**src/rtl/brent_kung_mod_sub_pipe.sv**
```systemverilog
// -----------------------------------------------------------------------------
// brent_kung_mod_sub_pipe
//
// Pipelined modular subtractor: S = (A - B) mod Q.
//   Stage 1: {c, D} = A + ~B + 1 through a Brent-Kung prefix carry network.
//            A carry-out of 0 means A < B, so the difference wrapped (borrow).
//   Stage 2: when a borrow occurred, add Q back with a second Brent-Kung adder
//            (sum truncated to WIDTH bits); otherwise pass D through.
// Latency is 2 cycles, throughput is 1 result per cycle.
//
// Handshake: a transfer happens on a rising edge where valid and ready are both
// high. A producer holding valid may not see it dropped; the output side keeps
// valid_o, S_o and borrow_o unchanged while valid_o=1 and ready_i=0. ready_o is
// combinational from ready_i (no skid buffer), so a full pipe whose head is
// being drained can still accept a new operand in the same cycle.
//
// Ports:
//   clk_i     in   1      clock, all state on rising edge
//   rst_i     in   1      synchronous reset, active-high
//   valid_i   in   1      input operands valid
//   ready_o   out  1      block can accept operands this cycle
//   A_i       in   WIDTH  minuend, expected in [0, Q-1]
//   B_i       in   WIDTH  subtrahend, expected in [0, Q-1]
//   valid_o   out  1      result valid
//   ready_i   in   1      downstream accepts result this cycle
//   S_o       out  WIDTH  result (A_i - B_i) mod Q
//   borrow_o  out  1      1 when A_i < B_i (Q was added back)
// -----------------------------------------------------------------------------
module brent_kung_mod_sub_pipe #(
    parameter int WIDTH = 16,
    parameter int Q     = 12289
) (
    input  logic             clk_i,
    input  logic             rst_i,
    input  logic             valid_i,
    output logic             ready_o,
    input  logic [WIDTH-1:0] A_i,
    input  logic [WIDTH-1:0] B_i,
    output logic             valid_o,
    input  logic             ready_i,
    output logic [WIDTH-1:0] S_o,
    output logic             borrow_o
);

    localparam int              LOG = (WIDTH > 1) ? $clog2(WIDTH) : 1;
    localparam logic [WIDTH-1:0] Q_W = WIDTH'(Q);

    // Brent-Kung adder: returns {carry_out, sum}. The carry-in is folded into
    // the bit-0 generate so every prefix group already includes it, which makes
    // gg[i] the carry out of bit i.
    function automatic logic [WIDTH:0] bk_add(
        input logic [WIDTH-1:0] x,
        input logic [WIDTH-1:0] y,
        input logic             cin
    );
        logic [WIDTH-1:0] g;
        logic [WIDTH-1:0] p;
        logic [WIDTH-1:0] gg;
        logic [WIDTH-1:0] pp;
        logic [WIDTH:0]   c;
        g     = x & y;
        p     = x ^ y;
        gg    = g;
        gg[0] = g[0] | (p[0] & cin);
        pp    = p;
        // Up-sweep: node i combines with i-d when i+1 is a multiple of 2d.
        for (int l = 0; l < LOG; l++) begin
            for (int i = 0; i < WIDTH; i++) begin
                if (((i + 1) % (2 << l)) == 0) begin
                    gg[i] = gg[i] | (pp[i] & gg[i - (1 << l)]);
                    pp[i] = pp[i] & pp[i - (1 << l)];
                end
            end
        end
        // Down-sweep: fill in the remaining prefixes from the completed ones.
        // Only group generate is needed here; the upper node's propagate is
        // already the correct block propagate from the up-sweep.
        for (int l = LOG - 2; l >= 0; l--) begin
            for (int i = 0; i < WIDTH; i++) begin
                if ((i >= ((3 << l) - 1)) && (((i + 1 - (1 << l)) % (2 << l)) == 0)) begin
                    gg[i] = gg[i] | (pp[i] & gg[i - (1 << l)]);
                end
            end
        end
        c[0] = cin;
        for (int i = 0; i < WIDTH; i++) begin
            c[i + 1] = gg[i];
        end
        return {c[WIDTH], p ^ c[WIDTH-1:0]};
    endfunction

    // Pipeline registers
    logic             s1_valid;
    logic [WIDTH-1:0] s1_diff;
    logic             s1_borrow;
    logic             s2_valid;

    // Flow control
    logic adv1;
    logic adv2;

    // Datapath
    logic [WIDTH:0]   sub_full;
    logic [WIDTH:0]   corr_full;
    logic [WIDTH-1:0] res;
    logic             unused_corr_cout;

    assign adv2    = !s2_valid || ready_i;
    assign adv1    = !s1_valid || adv2;
    assign ready_o = adv1;
    assign valid_o = s2_valid;

    assign sub_full  = bk_add(A_i, ~B_i, 1'b1);
    assign corr_full = bk_add(s1_diff, Q_W, 1'b0);
    // The carry out of the +Q correction is discarded: the result is mod 2**WIDTH.
    assign unused_corr_cout = corr_full[WIDTH];
    assign res = s1_borrow ? corr_full[WIDTH-1:0] : s1_diff;

    always_ff @(posedge clk_i) begin
        if (rst_i) begin
            s1_valid  <= 1'b0;
            s1_diff   <= '0;
            s1_borrow <= 1'b0;
            s2_valid  <= 1'b0;
            S_o       <= '0;
            borrow_o  <= 1'b0;
        end else begin
            // Data regs may load when valid_i=0; only the valid bits gate results.
            if (adv1) begin
                s1_valid  <= valid_i;
                s1_diff   <= sub_full[WIDTH-1:0];
                s1_borrow <= ~sub_full[WIDTH];
            end
            if (adv2) begin
                s2_valid <= s1_valid;
                S_o      <= res;
                borrow_o <= s1_borrow;
            end
        end
    end

endmodule

```
**config.mk**
```make
export PLATFORM = sky130hd
export DESIGN_NAME = brent_kung_mod_sub_pipe
export DESIGN_NICKNAME = d
export VERILOG_FILES = /design/src/rtl/brent_kung_mod_sub_pipe.sv
export SDC_FILE = /design/constraint.sdc
export NUM_CORES = 1
export LEC_CHECK = 0
export ABC_AREA = 0
export CORE_AREA = 2 2 84 86
export CTS_CLUSTER_DIAMETER = 60
export DETAILED_ROUTE_END_ITERATION = 8
export DIE_AREA = 0 0 86 88
export HOLD_SLACK_MARGIN = 0.03
export PLACE_DENSITY = 0.59
export RECOVER_POWER = 50
export SLEW_MARGIN = 15
export SYNTH_ARGS = -nofsm -noshare
export SYNTH_HDL_FRONTEND = slang
export SYNTH_SLANG_ARGS = --single-unit
export TNS_END_PERCENT = 10
```
**constraint.sdc**
```tcl
create_clock -name clk_i -period 5.24 [get_ports clk_i]
set_input_delay 0.524 -clock clk_i [delete_from_list [all_inputs] [get_ports clk_i]]
set_output_delay 0.524 -clock clk_i [all_outputs]
set_load 0.03 [all_outputs]
```
* After elaboration in Yosys (flattened, before gate mapping)
Index checks and enable logic that the tools add are counted.
** Cells by class
- Mux-type cells :: 1
- Bitwise logic cells :: 97
- Reductions and logical operators :: 4
** Operator list (number)
- 1-bit AND :: 60
- 16-bit bitwise XOR :: 3
- 1-bit OR :: 30
- 16-bit AND :: 1
- 16-bit 2-to-1 mux :: 1
- 16-bit NOT :: 1
- 3-bit NOT :: 1
- 1-bit zero test :: 2
- 1-bit logical OR :: 2
- 1-bit NOT :: 1
** Storage, ports and cells
- Register bits after elaboration :: 36
- Bits of input ports :: 36
- Output and inout bits :: 19
- Logic and storage cells :: 108

* Logic depth before layout (Yosys ltp)
Gate-level depths: netlist (run 1).
- Word-level depth :: 16
- Depth in mapped cells :: 12
- Mapped depth without buffers :: 12

* Worst setup path before layout (run 1)
Ideal clock, no wire load.
- Path type :: input to register
- From :: in A_i[0]
- To :: reg s1_diff[15]
- Library setup time :: 70 ps
- Data arrival time :: 2506 ps
- Data required time :: 5170 ps
- Path slack :: 2664 ps
- Cell stages on the path :: 12
- Buffers on the path :: 0
- Path through :: inv_1 ha_1 fa_1 nand2b_1 a21oi_1 o2111ai_1 o21ai_0 a21oi_1 fa_1 xnor2_1 nand2_1 a21oi_1
** On the way
- Cells in the longest elaborated chain, start to end :: 15
- Elaborated cells between the ends (all ways) :: 16
- Those cells by class :: bitwise: 16
** RTL lines
- start, declared :: line 37 : input logic [WIDTH-1:0] A_i,
- 16-bit AND / 16-bit bitwise XOR (equally long branches) :: line 61, 62
- 1-bit OR * :: line 64 : gg[0] = g[0] | (p[0] & cin);
- 1-bit AND * :: line 70 : gg[i] = gg[i] | (pp[i] & gg[i - (1 << l)]);
- 1-bit OR * :: line 70
- 1-bit AND * :: line 70
- 1-bit OR * :: line 70
- 1-bit AND * :: line 70
- 1-bit OR * :: line 70
- 1-bit AND * :: line 81 : gg[i] = gg[i] | (pp[i] & gg[i - (1 << l)]);
- 1-bit OR * :: line 81
- 1-bit AND * :: line 81
- 1-bit OR * :: line 81
- 1-bit AND * :: line 81
- 1-bit OR * :: line 81
- 16-bit bitwise XOR * :: line 89 : return {c[WIDTH], p ^ c[WIDTH-1:0]};
- end signal, assigned :: line 131 : s1_diff <= sub_full[WIDTH-1:0];
- end, declared :: line 94 : logic [WIDTH-1:0] s1_diff;
Mark *: on every way between the ends. The rest lies on a longest branch, timed or not.
A chain may end at the register's enable or synchronous reset.

* Final worst setup path (run 1)
- From :: in ready_i
- To :: out ready_o
** On the way
- Cells in the longest elaborated chain, start to end :: 2
** RTL lines
- start, declared :: line 40 : input logic ready_i,
- 1-bit logical OR :: line 108 : assign adv2 = !s2_valid || ready_i;
- 1-bit logical OR :: line 109 : assign adv1 = !s1_valid || adv2;
- end, declared :: line 36 : output logic ready_o,
Every way passes these cells.

==> flow_metrics.env, run 1 <==
export IMPL_status="complete, but fails checks"
export IMPL_violations_in_the_final_reports="capacitance limit, slew limit"
export IMPL_netlist_area_leader_share=0.326
export IMPL_antenna_cells_inserted=0
export IMPL_cts_hold_fix_buffers=0
export IMPL_cts_inserted_buffers=5
export IMPL_wl_um=3870
export IMPL_synthFlopType="dfxtp_1"
export IMPL_drc_errors=0
export IMPL_synth_xor_area_frac=0.0594
export IMPL_post_synth_mux_area_share=0.0317
export IMPL_maxCapViolations=1
export IMPL_slowest_stage="clkdlybuf4s50_1"
export IMPL_worst_pin_slew_ps=1550
export IMPL_final_hold_viol_count=0
export IMPL_synth_top_family_by_area="adder cells"
export IMPL_buffer_ports_inserted=54
export IMPL_syn_avg_cell_area_um2=8.71
export IMPL_relSlewSlack=-0.0320
export IMPL_post_synth_and_or_nand_nor_area_fraction=0.160
export IMPL_clock_latency_of_the_later_clocked_register_in_the_worst_skew_pair_ps=280
export IMPL_cts_sink_count=36
export IMPL_static_leakage_power_nw=1.30
export IMPL_synthDominantAreaCellType="dfxtp_1"
export IMPL_timing_rr_start="s1_diff[0]"
export IMPL_dp_cells=377
export IMPL_hp_start="S_o[12]"
export IMPL_chip_height_um=88
export IMPL_holdCritPathClass="reg2reg"
export IMPL_placementRows=30
export IMPL_power_switching_mw=0.224
export IMPL_power_density_cell_area_nw_per_um2=253
export IMPL_filler_cell_count=664
export IMPL_rsz_0062_raised_after_global_routing="no"
export IMPL_num_io_pins=55
export IMPL_core_region_area_um2=6640
export IMPL_drt_met1_wl_um=2050
export IMPL_synth_warnings=0
export IMPL_post_layout_nonfiller_instances=384
export IMPL_layout_cells_most_common_list="dfxtp_1 (36), clkdlybuf4s50_1 (35), nor2_1 (31)"
export IMPL_crit_fanout=27
export IMPL_total_number_of_vias=1807
export IMPL_finalSetupViolCount=0
export IMPL_syn_inst=254
export IMPL_post_route_cells_drive_above_1_share=0.0362
export IMPL_cts_reportedPaths_clkPinSlew_ps=70
export IMPL_fin_setup_tns_ps=0
export IMPL_place_congestion=0.773
export IMPL_area_growth_pct=30.3
export IMPL_cp_start_kind="primary input"
export IMPL_synth_seq_cells=36
export IMPL_total_congestion_overflow=0
export IMPL_final_worst_clock_skew_ps=5.09
export IMPL_synth_fa_ha_area_frac=0.202
export IMPL_mappedNetlistArea_um2=2210
export IMPL_power_share_sequential=0.462
export IMPL_postRouteAntennaNets=0
export IMPL_chain_of_cells_forming_the_critical_path="clkdlybuf4s50_1, nor2b_2, and2_1, clkinv_1, clkdlybuf4s50_1"
export IMPL_cts_root_buffer_cell="clkbuf_8"
export IMPL_timing_final_crit_period_ps=3480
export IMPL_finalMaxSlewViolations=37
export IMPL_final_net_count=371
export IMPL_detail_route_first_pass_iterations=4
export IMPL_drtIter0Drc=46
export IMPL_design_power_total_mw=0.730
export IMPL_synth_async_reset_ratio=0
export IMPL_min_delay_worst_endpoint="S_o[12]"
export IMPL_met2RoutedLength_um=1560
export IMPL_compound_cell_area_share_of_the_yosys_netlist=0.161
export IMPL_synth_lib_cells_used_distinct=30
export IMPL_timing_critical_path_mode_cell="clkdlybuf4s50_1"
export IMPL_initial_utilization=0.333
export IMPL_ctsResizeCount=0
export IMPL_grt_first_pass_wirelength_um=6660
export IMPL_dpl_hpwl_um=3200
export IMPL_timing_critical_path_to_type="output port"
export IMPL_layout_worst_path_cycle_share=0.664
export IMPL_highest_metal_used="met4"
export IMPL_clock_path_buffers=2
export IMPL_synth_seq_area_share=0.326
export IMPL_detailroute_wirelength_met3_um=176
export IMPL_route_detailed_wl_per_inst_um=10.1
export IMPL_groute_usage_overall=0.109
export IMPL_via_per_inst=4.71
export IMPL_r2r_end="S_o[14]"
export IMPL_timing_critical_path_from="ready_i"
export IMPL_internal_power_mw=0.506
export IMPL_cpPeakStageDelay_ps=780
export IMPL_critPathTopFamily="buffers and inverters"
export IMPL_data_required_time_of_the_worst_path_ps=4720
export IMPL_min_delay_path_depth=2
export IMPL_critPathKind="in2out"
export IMPL_ir_drop_uv=98.2
export IMPL_grt_max_degree=37
export IMPL_logic_gate_share_of_total_power=0.294
export IMPL_max_freq_mhz=288
export IMPL_grt_pass1_vias=1571
export IMPL_p_clk_frac=0.244
export IMPL_synth_edff_count=0
export IMPL_critical_path_buf_inv_count=3
export IMPL_switching_share=0.306
export IMPL_worst_endpoint_arrival_ps=2950
export IMPL_r2r_setup_slack_ps=2900
export IMPL_antenna_found_initial=0
export IMPL_layout_cells_most_common="dfxtp_1"
export IMPL_dieArea_um2=7570
export IMPL_cts_tree="done"
export IMPL_synth_area_top_cells="dfxtp_1 (33%), ha_1 (13%), a211oi_1 (8.5%)"
export IMPL_ctsHtreeMaxLevel=2
export IMPL_worst_r2r_path_depth=9
export IMPL_cts_setup_buffers=0
export IMPL_synth_net_count=321
export IMPL_die_width_um=86
[worst min-delay path, cell delays in order, from the launching register on]
cell and delay, ps:
dfxtp_1 310, nand2_1 50, a21oi_1 50
[power by group through the flow]
| stage | Sequential [mW] | Clock (mW) | Combinational, mW |
|---|---|---|---|
| global route | 0.344 | 0.197 | 0.240 |
| CTS | 0.339 | 0.185 | 0.224 |
| detailed placement | 0.345 | 0 | 0.223 |
| global placement | 0.344 | 0 | 0.221 |
| finish | 0.337 | 0.178 | 0.215 |
| floorplan | 0.364 | 0 | 0.118 |
[worst max path at each step]
stage,depth (start not counted),slack (ps),end
after floorplan,12,2660,s1_diff[15]
after CTS,5,1720,ready_o
after global placement,5,1780,ready_o
after detailed placement,5,1730,ready_o
after global routing,5,1580,ready_o
final,5,1760,ready_o
[metrics by stage]
stage	area (um2)	worst slack, ps	utilization	hold slack (ps)
2_1_floorplan	2210	2660	-	432
3_5_place_dp	2810	1730	0.423	455
6_report	2880	1760	0.434	452
5_1_grt	2880	1580	0.434	475
3_3_place_gp	2810	1780	0.423	448
4_1_cts	2890	1720	0.435	464
[synth_stat cells (all sizes together), types with 3 or more instances]
library cell	count
dfxtp	36
nor2	31
nand2	30
a211oi	25
ha	23
inv	21
a21oi	14
buf	9
fa	8
xnor2	8
mux2i	7
xor2	7
and3	5
nand2b	5
o21ai	4
clkbuf	3
nand3	3
o211ai	3
[sequential cells by signal (all words and copies together) (netlist names)]
register,flops
S_o,16
borrow_o,1
s1_borrow,1
s1_diff,16
s1_valid,1
valid_o,1
[final cells by class]
cell class	count	area, um2	area share
multi-input cells	184	1360	0.471
flip-flops and latches	36	721	0.250
repair buffers	55	544	0.189
well taps	80	100	0.0347
inverters	22	82.6	0.0286
clock buffers	6	72.6	0.0252
clock inverters	1	5.00	0.00174
[metal layers]
layer	vias up	GRT usage
li1	975	-
met1	784	0.145
met2	42	0.168
met3	6	0.0254
met4	0	0.0476
met5	-	0
[cell families after synthesis]
kind of cell    count (synthesis)
compound gates                 53
xor+xnor                       15
flops                          36
mux                             7
simple gates                   78
fa+ha+maj                      31
buf+inv                        34
No activity file was read; power rests on OpenSTA's default activity.
==> inputs of run 2 (changes only) <==
==> constraint.sdc (replaced) <==
create_clock -name clk_i -period 3.6 [get_ports clk_i]
set_input_delay 0.36 -clock clk_i [delete_from_list [all_inputs] [get_ports clk_i]]
set_output_delay 0.36 -clock clk_i [all_outputs]
set_load 0.03 [all_outputs]
==> run 2 against run 1 <==
  * The flow still finishes with violations (capacitance limit, slew limit)
  * Flip-flop and latch count stayed put
  * Register-to-register slack worse by 1600 ps
  * Setup slack worse by 970 ps
  * Worst hold slack worse by 3.2 ps
  * Highest routed layer unchanged
  * First-iteration DRC count is 2.2% lower
  * Critical path type is now in2reg
  * Via count is 1.6% lower
  * Sequential share of layout area is 0.29 points lower
  * Critical endpoint is now s1_diff[15]
==> flow_metrics.env, run 2 (synthesized netlist as in run 1, its figures left out) <==
export IMPL_status="complete, but fails checks"
export IMPL_violations_in_the_final_reports="capacitance limit, slew limit"
export IMPL_cts_reportedPaths_clkPinSlew_ps=70
export IMPL_max_freq_mhz=356
export IMPL_detail_route_first_pass_iterations=4
export IMPL_r2r_setup_slack_ps=1270
export IMPL_num_io_pins=55
export IMPL_post_layout_nonfiller_instances=386
export IMPL_relSlewSlack=-0.00899
export IMPL_via_per_inst=4.61
export IMPL_drtIter0Drc=45
export IMPL_data_required_time_of_the_worst_path_ps=3700
export IMPL_final_hold_viol_count=0
export IMPL_rsz_0062_raised_after_global_routing="no"
export IMPL_total_congestion_overflow=0
export IMPL_filler_cell_count=686
export IMPL_critPathKind="in2reg"
export IMPL_dieArea_um2=7570
export IMPL_hp_start="S_o[12]"
export IMPL_ir_drop_uv=139
export IMPL_grt_first_pass_wirelength_um=6530
export IMPL_finalSetupViolCount=0
export IMPL_cts_setup_buffers=0
export IMPL_largestRegisters="S_o x16, s1_diff x16"
export IMPL_dpl_hpwl_um=3150
export IMPL_worst_pin_slew_ps=1510
export IMPL_timing_rr_start="s1_diff[0]"
export IMPL_antenna_found_initial=0
export IMPL_final_worst_clock_skew_ps=2.51
export IMPL_layout_cells_most_common="clkdlybuf4s50_1"
export IMPL_area_growth_pct=31.8
export IMPL_finalMaxSlewViolations=37
export IMPL_grt_pass1_vias=1543
export IMPL_critPathTopFamily="adder cells"
export IMPL_cp_start_kind="primary input"
export IMPL_antenna_cells_inserted=0
export IMPL_final_net_count=373
export IMPL_cts_inserted_buffers=5
export IMPL_chain_of_cells_forming_the_critical_path="clkdlybuf4s50_1, inv_1, ha_1, fa_1, nand2b_1, a21oi_1, o2111ai_1, o21ai_0, a21oi_1, fa_1, xnor2_1, nand2_1, a21oi_1"
export IMPL_clock_path_buffers=2
export IMPL_worst_r2r_path_depth=9
export IMPL_maxCapViolations=1
export IMPL_buffer_ports_inserted=54
export IMPL_clock_latency_of_the_later_clocked_register_in_the_worst_skew_pair_ps=280
export IMPL_design_power_total_mw=1.10
export IMPL_min_delay_path_depth=2
export IMPL_postRouteAntennaNets=0
export IMPL_timing_final_crit_period_ps=2810
export IMPL_drc_errors=0
export IMPL_initial_utilization=0.333
export IMPL_cts_tree="done"
export IMPL_slowest_stage="clkdlybuf4s50_1"
export IMPL_fin_setup_tns_ps=0
export IMPL_power_density_cell_area_nw_per_um2=377
export IMPL_chip_height_um=88
export IMPL_cts_root_buffer_cell="clkbuf_8"
export IMPL_cts_sink_count=36
export IMPL_worst_endpoint_arrival_ps=2910
export IMPL_groute_usage_overall=0.106
export IMPL_min_delay_worst_endpoint="S_o[12]"
export IMPL_stdcell_area_um2=2920
export IMPL_dp_cells=379
export IMPL_holdCritPathClass="reg2reg"
export IMPL_wl_um=3840
export IMPL_placement_cell_area_um2=2830
export IMPL_ctsResizeCount=0
export IMPL_place_congestion=0.737
export IMPL_cts_hold_fix_buffers=0
export IMPL_layout_worst_path_cycle_share=0.780
export IMPL_post_route_cells_drive_above_1_share=0.0458
export IMPL_core_region_area_um2=6640
export IMPL_route_detailed_wl_per_inst_um=9.94
export IMPL_worst_hold_slack_ps=449
export IMPL_cpPeakStageDelay_ps=450
export IMPL_placementRows=30
export IMPL_layout_cells_most_common_list="clkdlybuf4s50_1 (37), dfxtp_1 (36), nor2_1 (31)"
export IMPL_crit_fanout=3
export IMPL_ctsHtreeMaxLevel=2
export IMPL_grt_max_degree=37
export IMPL_timing_critical_path_mode_cell="a21oi_1"
export IMPL_die_width_um=86
export IMPL_static_leakage_power_nw=1.31
export IMPL_critical_path_buf_inv_count=2
export IMPL_total_number_of_vias=1778
export IMPL_r2r_end="S_o[14]"
export IMPL_timing_critical_path_to_type="flop"
run 2: layout make-up:
type                       instances  area (um2)  area share
multi-input combinational        184        1360       0.466
sequential                        36         721       0.247
timing repair buffer              57         559       0.192
tap                               80         100      0.0343
clock buffer                       7        96.3      0.0330
inverter                          22        82.6      0.0283
run 2: worst max path at each step:
stage / from / cells after the start / endpoint
after floorplan: A_i[0] / 12 / s1_diff[15]
after global placement: A_i[0] / 13 / s1_diff[15]
after detailed placement: A_i[0] / 13 / s1_diff[15]
after CTS: A_i[0] / 13 / s1_diff[15]
after global routing: A_i[0] / 13 / s1_diff[15]
final: A_i[0] / 13 / s1_diff[15]
run 2: per-stage QoR:
| step | util | worst slack [ps] |
|---|---|---|
| final | 0.439 | 791 |
| after global routing | 0.439 | 543 |
| after CTS | 0.440 | 775 |
| after detailed placement | 0.425 | 486 |
| after global placement | 0.425 | 516 |
| after floorplan | - | 1190 |
run 2: metal layers:
layer	global-route usage	wire, um	vias up
met2	0.161	1590	46
met3	0.0179	212	2
met5	0	0	-
met1	0.145	2010	755
met4	0.0519	27	0
li1	-	-	975
run 2: where the power goes:
part,leakage (nW),internal (mW),switching (mW)
logic,0.964,0.159,0.154
registers,0.299,0.448,0.0426
clock network,0.0503,0.170,0.127
total,1.31,0.777,0.324
run 2: worst register-to-register path: cells and delay by family, from the launching register on:
kind	cells	cell delay [ps]
AOI/OAI and AO/OA	2	440
adders and majority gates	2	490
DFF	1	340
muxes	1	160
and+or+nand+nor	4	700
==> inputs of run 3 (changes only) <==
--- a/config.mk
+++ b/config.mk
@@ -11,7 +11,7 @@
 export DETAILED_ROUTE_END_ITERATION = 8
 export DIE_AREA = 0 0 86 88
 export HOLD_SLACK_MARGIN = 0.03
-export PLACE_DENSITY = 0.59
+export PLACE_DENSITY = 0.61
 export RECOVER_POWER = 50
 export SLEW_MARGIN = 15
 export SYNTH_ARGS = -nofsm -noshare
==> constraint.sdc (replaced) <==
create_clock -name clk_i -period 2.46 [get_ports clk_i]
set_input_delay 0.246 -clock clk_i [delete_from_list [all_inputs] [get_ports clk_i]]
set_output_delay 0.246 -clock clk_i [all_outputs]
set_load 0.03 [all_outputs]
==> run 3 against run 2 <==
  * The flow now finishes without violations
  * Global-route usage grew 1.2 points
  * Clock-buffer cell count grew 1
  * First-iteration DRC count shrank 6.7%
  * Non-clock buffer count grew 23
  * Core utilization grew 3.9 points
  * Clock power grew 41%
  * Cell area grew 8.9%
  * Cell count grew 6.2%
  * Combinational power grew 69%
  * Register-to-register slack lost 1100 ps
  * Sequential share of layout area shrank 2.0 points
  * Largest cell class unchanged
  * Largest power group unchanged
==> flow_metrics.env, run 3 (synthesized netlist as in run 1, its figures left out) <==
export IMPL_placementRows=30
export IMPL_slowest_stage="clkdlybuf4s50_1"
export IMPL_data_required_time_of_the_worst_path_ps=2680
export IMPL_initial_utilization=0.333
export IMPL_detailroute_wirelength_met3_um=225
export IMPL_cpPeakStageDelay_ps=450
export IMPL_total_number_of_vias=1885
export IMPL_met2RoutedLength_um=1910
export IMPL_r2r_end="S_o[14]"
export IMPL_critical_path_buf_inv_count=3
export IMPL_finalSetupViolCount=0
export IMPL_cts_root_buffer_cell="clkbuf_8"
export IMPL_cts_inserted_buffers=5
export IMPL_cts_reportedPaths_clkPinSlew_ps=60
export IMPL_fin_setup_tns_ps=0
export IMPL_layout_cells_most_common_list="dfxtp_1 (36), clkdlybuf4s50_1 (35), nor2_1 (31)"
export IMPL_crit_cells=13
export IMPL_drt_met1_wl_um=2080
export IMPL_via_per_inst=4.60
export IMPL_antenna_cells_inserted=0
export IMPL_timing_critical_path_to_type="flop"
export IMPL_critPathKind="in2reg"
export IMPL_cts_sink_count=36
export IMPL_place_congestion=0.714
export IMPL_layout_cells_most_common="dfxtp_1"
export IMPL_crit_fanout=3
export IMPL_groute_usage_overall=0.117
export IMPL_post_route_cells_drive_above_1_share=0.158
export IMPL_wl_um=4280
export IMPL_timing_rr_start="s1_diff[0]"
export IMPL_dpl_hpwl_um=3400
export IMPL_timing_final_crit_period_ps=2380
export IMPL_crit_path_capture="s1_diff[15]"
export IMPL_total_congestion_overflow=0
export IMPL_ctsHtreeMaxLevel=2
export IMPL_clock_path_buffers=2
export IMPL_stdcell_area_um2=3180
export IMPL_static_leakage_power_nw=1.47
export IMPL_dieArea_um2=7570
export IMPL_antenna_found_initial=0
export IMPL_die_width_um=86
export IMPL_critPathTopFamily="compound AO/OA/AOI/OAI gates"
export IMPL_finalMaxSlewViolations=0
export IMPL_final_net_count=396
export IMPL_chain_of_cells_forming_the_critical_path="clkdlybuf4s50_1, inv_1, ha_4, o211ai_1, a21oi_4, o2111ai_2, buf_4, o21ai_2, a21oi_2, fa_2, xnor2_1, nand2_1, a21oi_2"
export IMPL_relSlewSlack=0.484
export IMPL_worst_pin_slew_ps=773
export IMPL_power_density_cell_area_nw_per_um2=525
export IMPL_cts_tree="done"
export IMPL_highest_metal_used="met4"
export IMPL_final_hold_viol_count=0
export IMPL_layout_worst_path_cycle_share=0.966
export IMPL_max_freq_mhz=421
export IMPL_status="completed"
export IMPL_final_worst_clock_skew_ps=3.61
export IMPL_timing_critical_path_from="B_i[5]"
export IMPL_maxCapViolations=0
export IMPL_buffer_ports_inserted=54
export IMPL_timing_critical_path_mode_cell="a21oi_2"
export IMPL_postRouteAntennaNets=0
export IMPL_num_io_pins=55
export IMPL_worst_r2r_path_depth=9
export IMPL_grt_first_pass_wirelength_um=7200
export IMPL_holdCritPathClass="in2reg"
export IMPL_grt_pass1_vias=1699
export IMPL_drc_errors=0
export IMPL_worst_endpoint_arrival_ps=2600
export IMPL_core_region_area_um2=6640
export IMPL_ir_drop_uv=192
export IMPL_cp_start_kind="primary input"
export IMPL_detail_route_first_pass_iterations=4
export IMPL_grt_max_degree=37
export IMPL_chip_height_um=88
export IMPL_route_detailed_wl_per_inst_um=10.4
export IMPL_area_growth_pct=43.6
export IMPL_r2r_setup_slack_ps=180
export IMPL_drtIter0Drc=42
export IMPL_placement_cell_area_um2=2980
export IMPL_largestRegisters="S_o x16, s1_diff x16"
export IMPL_clock_latency_of_the_later_clocked_register_in_the_worst_skew_pair_ps=280
run 3: changes by cell type in the layout (fill, tap and decap cells not counted), sizes merged:
cell	before	now
clkdlybuf4s50	37	35
buf	2	26
dlymetal6s2s	0	5
dlygate4sd3	17	14
run 3: tightest hold or removal path, delay by kind of cell:
family | cells | cell delay, ps
adder cells (fa/ha/maj) | 1 | 160
buffers and inverters | 1 | 100
AO/OA/AOI/OAI | 1 | 50
run 3: through the flow:
step / util / setup WS, ps / std cells / hold slack, ps / total power, mW
3_5_place_dp: 0.448 / -542 / 399 / 452 / 1.25
5_1_grt: 0.478 / -25.4 / 410 / 336 / 1.78
6_report: 0.478 / 83.7 / 410 / 321 / 1.67
2_1_floorplan: - / 162 / 254 / 367 / 1.03
3_3_place_gp: 0.448 / -505 / 399 / 445 / 1.23
4_1_cts: 0.468 / 1.78 / 408 / 464 / 1.68
run 3: per-layer routing:
metal / vias up / GRT usage
li1: 1020 / -
met1: 817 / 0.156
met2: 43 / 0.178
met3: 5 / 0.0311
met4: 0 / 0.0519
met5: - / 0
run 3: worst min path at each step:
stage / startpoint / endpoint / slack (ps) / cells after the start
floorplan: valid_i / s1_valid / 370 / 2
global placement: S_o[12] / S_o[12] / 440 / 2
detailed placement: s1_valid / valid_o / 450 / 2
CTS: S_o[12] / S_o[12] / 460 / 2
global route: B_i[0] / s1_diff[0] / 340 / 3
finish: B_i[0] / s1_diff[0] / 320 / 3
run 3: repair_timing:
action,CTS,global route
buffers inserted,1,2
pin swaps,7,15
resized for setup,9,15
endpoints found under the hold margin,0,0
hold buffers,0,0
setup endpoints to repair,6,8
run 3: power by group:
| part | internal, mW | switching, mW |
|---|---|---|
| Clock | 0.228 | 0.191 |
| Combinational | 0.281 | 0.250 |
| Sequential | 0.655 | 0.0630 |
| Total | 1.16 | 0.504 |
run 3: final cells by class:
class	count	area (um2)
flip-flops and latches	36	721
fillers	671	3470
repair buffers	80	748
well taps	80	100
inverters	22	82.6
multi-input cells	184	1440
clock buffers	8	90.1
